$ cat src/rtl/fifo_wr_arbiter.sv
// Round-robin arbiter sharing one fifo write port between NUM_REQ valid/ready producers.
// Grants are registered one-hot and bounded to MAX_BURST transfers per owner.
module fifo_wr_arbiter #(
    parameter int DATA_WIDTH = 8,
    parameter int NUM_REQ    = 4,
    parameter int MAX_BURST  = 4
) (
    input  logic                          clk,
    input  logic                          rst,
    input  logic [NUM_REQ-1:0]            req_valid,
    input  logic [NUM_REQ*DATA_WIDTH-1:0] req_data,
    output logic [NUM_REQ-1:0]            req_ready,
    input  logic                          fifo_full,
    output logic                          fifo_we,
    output logic [DATA_WIDTH-1:0]         fifo_data,
    output logic [NUM_REQ-1:0]            gnt,
    output logic                          busy
);
    localparam int         PW         = (NUM_REQ > 1) ? $clog2(NUM_REQ) : 1;
    localparam logic [3:0] BURST_LAST = 4'(MAX_BURST - 1);

    typedef enum logic {IDLE, GRANT} state_t;

    state_t               state, state_n;
    logic [PW-1:0]        owner, owner_n;
    logic [PW-1:0]        rr_ptr, rr_ptr_n;
    logic [3:0]           burst_cnt, burst_cnt_n;
    logic [NUM_REQ-1:0]   gnt_n;
    logic [NUM_REQ-1:0]   winner_onehot;
    logic [PW-1:0]        search_ptr;
    logic [PW-1:0]        scan_idx;
    logic [PW-1:0]        winner;
    logic                 found;
    logic                 transfer;
    logic                 release_own;

    // Explicit wrap so non-power-of-2 NUM_REQ never reaches an unused index.
    function automatic logic [PW-1:0] wrap_inc(input logic [PW-1:0] p);
        if (int'(p) == NUM_REQ - 1)
            return '0;
        else
            return p + PW'(1);
    endfunction

    assign busy        = (state == GRANT);
    assign req_ready   = (busy && !fifo_full) ? gnt : '0;
    assign transfer    = req_valid[owner] & req_ready[owner];
    assign fifo_we     = transfer;
    assign fifo_data   = busy ? req_data[owner*DATA_WIDTH +: DATA_WIDTH] : '0;
    assign release_own = !req_valid[owner] || (transfer && burst_cnt == BURST_LAST);

    // On release the scan starts just past the owner, so a still-valid owner is seen last.
    assign search_ptr    = busy ? wrap_inc(owner) : rr_ptr;
    assign winner_onehot = {{(NUM_REQ-1){1'b0}}, 1'b1} << winner;

    always_comb begin
        found    = 1'b0;
        winner   = search_ptr;
        scan_idx = search_ptr;
        for (int i = 0; i < NUM_REQ; i++) begin
            if (!found && req_valid[scan_idx]) begin
                found  = 1'b1;
                winner = scan_idx;
            end
            scan_idx = wrap_inc(scan_idx);
        end
    end

    // NOTE: every next-state signal gets a default first, so no path can infer a latch.
    always_comb begin
        state_n     = state;
        owner_n     = owner;
        rr_ptr_n    = rr_ptr;
        burst_cnt_n = burst_cnt;
        gnt_n       = gnt;
        case (state)
            IDLE: begin
                if (found) begin
                    state_n     = GRANT;
                    owner_n     = winner;
                    gnt_n       = winner_onehot;
                    burst_cnt_n = '0;
                end
            end
            GRANT: begin
                if (release_own) begin
                    rr_ptr_n = search_ptr;
                    if (found) begin
                        owner_n     = winner;
                        gnt_n       = winner_onehot;
                        burst_cnt_n = '0;
                    end else begin
                        state_n = IDLE;
                        gnt_n   = '0;
                    end
                end else if (transfer) begin
                    burst_cnt_n = burst_cnt + 4'd1;
                end
            end
            default: state_n = IDLE;
        endcase
    end

    // NOTE: state registers use non-blocking assignments so all flops update together.
    always_ff @(posedge clk or posedge rst) begin
        if (rst) begin
            state     <= IDLE;
            owner     <= '0;
            rr_ptr    <= '0;
            burst_cnt <= '0;
            gnt       <= '0;
        end else begin
            state     <= state_n;
            owner     <= owner_n;
            rr_ptr    <= rr_ptr_n;
            burst_cnt <= burst_cnt_n;
            gnt       <= gnt_n;
        end
    end

endmodule

$ cat config.mk
export PLATFORM = sky130hd
export DESIGN_NAME = fifo_wr_arbiter
export DESIGN_NICKNAME = d
export VERILOG_FILES = /design/src/rtl/fifo_wr_arbiter.sv
export SDC_FILE = /design/constraint.sdc
export NUM_CORES = 1
export LEC_CHECK = 0
export ABC_CLOCK_PERIOD_IN_PS = 1700
export CORE_AREA = 2 2 59 61
export DETAILED_ROUTE_END_ITERATION = 10
export DIE_AREA = 0 0 61 63
export GPL_ROUTABILITY_DRIVEN = 0
export PLACE_DENSITY = 0.8
export RECOVER_POWER = 100
export SLEW_MARGIN = 20
export SYNTH_ARGS = -nofsm -noshare
export SYNTH_HDL_FRONTEND = slang
export SYNTH_SLANG_ARGS = --single-unit
$ cat constraint.sdc
create_clock -name clk -period 1.7 [get_ports clk]
set_input_delay 0.34 -clock clk [delete_from_list [all_inputs] [get_ports clk]]
set_output_delay 0.34 -clock clk [all_outputs]
set_load 0.005 [all_outputs]
==> Word-level counts from Yosys, hierarchy flattened <==
Index checks and enable logic that the tools add are counted.
{ "word_totals": {"output_inout_bits": 18, "wordCells": 80, "regBits": 13} }
{ "op_classes": {"n_mux": 40, "order_cmp": 5, "eq_ne": 8, "n_reduce_logical": 13, "n_shift": 2, "addsub": 5, "bitwise_logic": 2} }
{ "ops": {"columns": ["operator", "count"], "rows": [
  ["$shiftx 32x6->8", 1],
  ["$mux 4", 7],
  ["$mux 2", 10],
  ["$pmux 4 s2", 2],
  ["$lt 2x3->1 const B", 5],
  ["$bmux 1 s2", 6],
  ["$mux 1", 12],
  ["$add 2x1->2 const B", 4],
  ["$eq 2x1->1 const B", 4],
  ["$mux 8", 1],
  ["$logic_and 1x1->1", 5],
  ["$logic_not 1->1", 5],
  ["$add 4x1->4 const B", 1],
  ["$eq 4x2->1 const B", 1],
  ["$pmux 2 s2", 1],
  ["$reduce_and 2->1", 2],
  ["$shl 1x2->4 const A", 1],
  ["$ne 3x1->1 const B", 1],
  ["$ne 2x1->1 const B", 1],
  ["$ne 2x2->1 const B", 1],
  ["$pmux 1 s2", 1],
  ["$and 1x1->1", 1],
  ["$logic_or 1x1->1", 1],
  ["$not 1->1", 1]
]} }

==> Depth between registers and ports, before layout <==
{ "logic_depth": {"ltp_word": 19, "mapped_depth": 7} }

==> Worst setup path after synthesis <==
OpenSTA, ideal clock, no wires.
{ "synth_path": {"path_type": "register -> register", "from": "reg owner[0]", "to": "reg gnt[0]", "t_arrival_ns": 1.621, "path_buffers": 1, "slack_ns": -0.053, "stages_incl_launch_ff": 7, "cell_sequence": "dfrtp_1 -> buf_2 -> xor2_2 -> a21oi_2 -> mux2_1 -> a222oi_1 -> o31ai_1"} }
{ "synth_between": {"elab_chain_cells": 19, "word_cells_on_any_way": 50} }
{ "synth_rtl": {"columns": ["element", "line", "source"], "rows": [
  ["from (decl)", "25", "logic [PW-1:0] owner, owner_n;"],
  ["from (signal assigned)", "114", "owner <= owner_n;"],
  ["branches (longest 19 deep; another with $add 2x1->2)", null, null],
  ["to (signal assigned)", "117", "gnt <= gnt_n;"],
  ["to (decl)", "16", "output logic [NUM_REQ-1:0] gnt,"]
]} }
Several ways; the timed one is not identified. The select of a mux whose other input is x is not followed.
A chain may end at the register's enable or synchronous reset.

==> Worst setup path in the final report <==
{ "layout_path": {"from": "reg owner[0]", "to": "out fifo_data[2]"} }
{ "layout_between": {"elab_chain_cells": 2} }
{ "layout_rtl": {"columns": ["element", "line", "source"], "rows": [
  ["$shiftx 32x6->8", "49", "assign fifo_data = busy ? req_data[owner*DATA_WIDTH +: DATA_WIDTH] : '0;"],
  ["$mux 8", "49", null],
  ["to (decl)", "15", "output logic [DATA_WIDTH-1:0] fifo_data,"]
]} }
No other way between the ends.

==> flow_metrics.tcl <==
set metrics [dict create \
    synth-seq-area-share 0.290 \
    violations "setup timing" \
    grt_max_degree 14 \
    clock-sinks 13 \
    cts_tree "yes" \
    reg2reg_depth 6 \
    cpMostUsedCell "buf_6" \
    syn_avg_cell_area_um2 9.60 \
    static-leakage-power_nw 0.897 \
    finalCriticalPeriod_ns 2.01 \
    ant_nets 0 \
    antenna_found_initial 0 \
    clkSlewWorstSetupHoldPaths_ns 0.08 \
    rsz0062_at_grt "true" \
    worstMarginPinSlew_ns 0.505 \
    worstReg2RegEnd "gnt[0]$_DFFE_PP0P_" \
    worstHoldPathType "in2async" \
    cp.required_ns 1.36 \
    cpPeakStageDelay_ns 0.49 \
    reg2reg_from "owner[1]$_DFFE_PP0P_" \
    place_ws_ns -0.552 \
    wire_per_inst_um 15.3 \
    yosysWarnings 0 \
    worst-path-max-fanout 7 \
    post_synth_num_cell_types 35 \
    period_share 1.18 \
    fp.dieArea_um2 3840 \
    fp-row-count 21 \
    crit_slowest_cell "mux4_2" \
    hpwl_um 2880 \
    wl_um 3810 \
    path_cells "buf_12 -> buf_6 -> mux4_2 -> and2_4 -> buf_6" \
    clkLatencyLatePin_ns 0.27 \
    numPortBuffers 56 \
    die_w_um 61 \
    layout.cells.non_filler 249 \
    setup_ws_ns -0.306 \
    syn_inst 117 \
    grt_pass1_wl_um 5780 \
    num_vias 1304 \
    dr.pass1.iters 4 \
    critical_path_class "reg2out" \
    numCtsBuffers 3 \
    hold_viol_final 0 \
    cts-htree-levels 1 \
    clockBufferDepth 2 \
    fmax_mhz 499 \
    r2r_slack_ns -0.22 \
    remaining_drc_errors 0 \
    crit_end "fifo_data[2]" \
    fin_nets 244 \
    initial_core_util 0.348 \
    slew_headroom 0.663 \
    post_drt_via_cell_ratio 5.24 \
    dieHeight_um 63 \
    dp_cells 233 \
    first_iter_violations 50 \
    ys_seq_elements 13 \
    worstPathArrival_ns 1.67 \
    clockRootBuffer "clkbuf_4" \
    netlist_area_um2 1120 \
    io_pins 57 \
    setup_violations 21 \
    grtUsageTotal 0.196 \
    grt_overflow 0 \
    core-area_um2 3230 \
    slew_viol_final 0 \
    finalSetupTns_ns -3.73 \
    grt_pass1_vias 1311 \
    diodes 0 \
    power_density_nw_per_um2 1370 \
    startpoint "owner[0]$_DFFE_PP0P_" \
    critPathLaunchType "register" \
    maxCapViolations 0 \
    status "finished with violations" \
    syn2layout_area_growth_pct 88.8 \
    endpoint_kind "primary output" \
    vdd_drop_max_uv 639 \
    drive_above_1_share 0.399 \
    synth_fp_nets 157 \
    fin_worst_skew_ns 0.00709 \
]
[synthesized netlist by cell type]
cell type	count	area [um2]
a21bo_2	1	10.0
clkbuf_1	2	7.51
a31oi_1	2	12.5
nor3_1	1	5.00
nand3_1	4	20.0
o21a_1	2	15.0
a21oi_1	3	15.0
xor2_2	1	16.3
nand2_1	13	48.8
mux2_2	1	11.3
nor2_1	7	26.3
o31ai_1	5	37.5
nor4b_1	1	8.76
a22o_1	1	8.76
and3_1	1	6.26
ha_1	1	12.5
o211ai_1	2	15.0
mux2i_1	2	20.0
mux4_2	10	225
mux2_1	1	11.3
a311o_1	1	10.0
nor2b_1	3	18.8
a222oi_1	1	10.0
a21oi_2	1	8.76
buf_2	4	20.0
and2_1	12	75.1
o21ai_2	2	17.5
xor2_1	1	8.76
buf_4	1	7.51
or3b_2	1	8.76
o21ai_0	6	30.0
nand2b_1	4	25.0
dfrtp_1	13	325
nand4_1	1	6.26
inv_1	5	18.8
[cells by family (layout without fill, tap and decap cells)]
family	after synthesis	count (layout)	share of synthesized area
buffers and inverters	12	98	0.0479
multiplexers	14	14	0.238
AO/OA/AOI/OAI	27	27	0.169
AND/OR/NAND/NOR	48	48	0.222
adder cells (fa/ha/maj)	1	1	0.0111
XOR/XNOR	2	2	0.0223
flip-flops	13	13	0.290
[sequential cells by signal, indices dropped and copies added, names as in the netlist]
name,cells
owner,2
burst_cnt,4
rr_ptr,2
gnt,4
busy,1
[how the worst min path moves through the flow]
stage,start,endpoint,slack [ns],cells after the start
2_1_floorplan,rst,burst_cnt[0]$_DFFE_PP0P_,0.22,1
3_3_place_gp,rr_ptr[0]$_DFFE_PP0P_,rr_ptr[0]$_DFFE_PP0P_,0.49,2
3_5_place_dp,burst_cnt[1]$_DFFE_PP0P_,burst_cnt[1]$_DFFE_PP0P_,0.53,2
4_1_cts,rst,owner[0]$_DFFE_PP0P_,0.40,2
5_1_grt,rst,rr_ptr[0]$_DFFE_PP0P_,0.56,2
6_report,rst,owner[0]$_DFFE_PP0P_,0.52,2
[cell type report]
class | count | area, um2
Fill cell | 255 | 1110
Multi-Input combinational cell | 92 | 863
Timing Repair Buffer | 89 | 828
Sequential cell | 13 | 327
Tap cell | 46 | 57.6
Clock buffer | 4 | 26.3
Inverter | 5 | 18.8
[worst max-delay path, delay by kind of cell (launching register included)]
kind / cells / cell delay, ns
simple gates: 1 / 0.15
buf+inv: 3 / 0.35
mux: 1 / 0.49
flops: 1 / 0.40
[power breakdown]
part / switching [W] / internal, W / total, W
clock network: 0.000100 / 0.0000908 / 0.000191
registers: 0.0000931 / 0.000407 / 0.000500
logic: 0.000856 / 0.00136 / 0.00222
[cell usage in the layout (no fill, tap or decap), drive strengths merged]
| cell type | Yosys | final |
|---|---|---|
| a22o | 1 | 1 |
| clkdlybuf4s50 | 0 | 40 |
| xor2 | 2 | 2 |
| a222oi | 1 | 1 |
| nand4 | 1 | 1 |
| dlygate4sd3 | 0 | 1 |
| nand3 | 4 | 4 |
| clkbuf | 2 | 13 |
| a311o | 1 | 1 |
| dfrtp | 13 | 13 |
| nor4b | 1 | 1 |
| mux2i | 2 | 2 |
| nand2 | 13 | 13 |
| nor2 | 7 | 7 |
| o21a | 2 | 2 |
| and2 | 12 | 12 |
| mux4 | 10 | 10 |
| or3b | 1 | 1 |
| dlymetal6s2s | 0 | 1 |
| buf | 5 | 37 |
| a21bo | 1 | 1 |
| a31oi | 2 | 2 |
| ha | 1 | 1 |
| dlygate4sd2 | 0 | 1 |
| inv | 5 | 5 |
| mux2 | 2 | 2 |
| nor2b | 3 | 3 |
| o21ai | 8 | 8 |
| a21oi | 4 | 4 |
| o211ai | 2 | 2 |
| nor3 | 1 | 1 |
| o31ai | 5 | 5 |
| and3 | 1 | 1 |
| nand2b | 4 | 4 |
[through the flow]
step,util,area [um2],power (W),hold slack [ns]
2_1_floorplan,-,1130,0.00142,0.217
3_3_place_gp,0.581,1880,0.00213,0.488
3_5_place_dp,0.581,1880,0.00220,0.530
4_1_cts,0.629,2030,0.00270,0.399
5_1_grt,0.656,2120,0.00312,0.565
6_report,0.656,2120,0.00291,0.525
[timing repair]
action / CTS / global route
hold buffers: 0 / 0
resized for setup: 75 / 31
endpoints found under the setup margin: 23 / 25
hold endpoints to repair: 0 / 0
pin swaps: 15 / 5
setup buffers: 8 / 5
[metal layers]
metal	global-route usage	share of wire	vias to the layer above	wire (um)
met5	0	0	-	0
li1	-	-	608	-
met3	0.0600	0.11	6	416
met1	0.223	0.36	620	1370
met4	0.0571	0.010	0	39
met2	0.343	0.52	70	1990
Power figures use the tool's default switching activity.
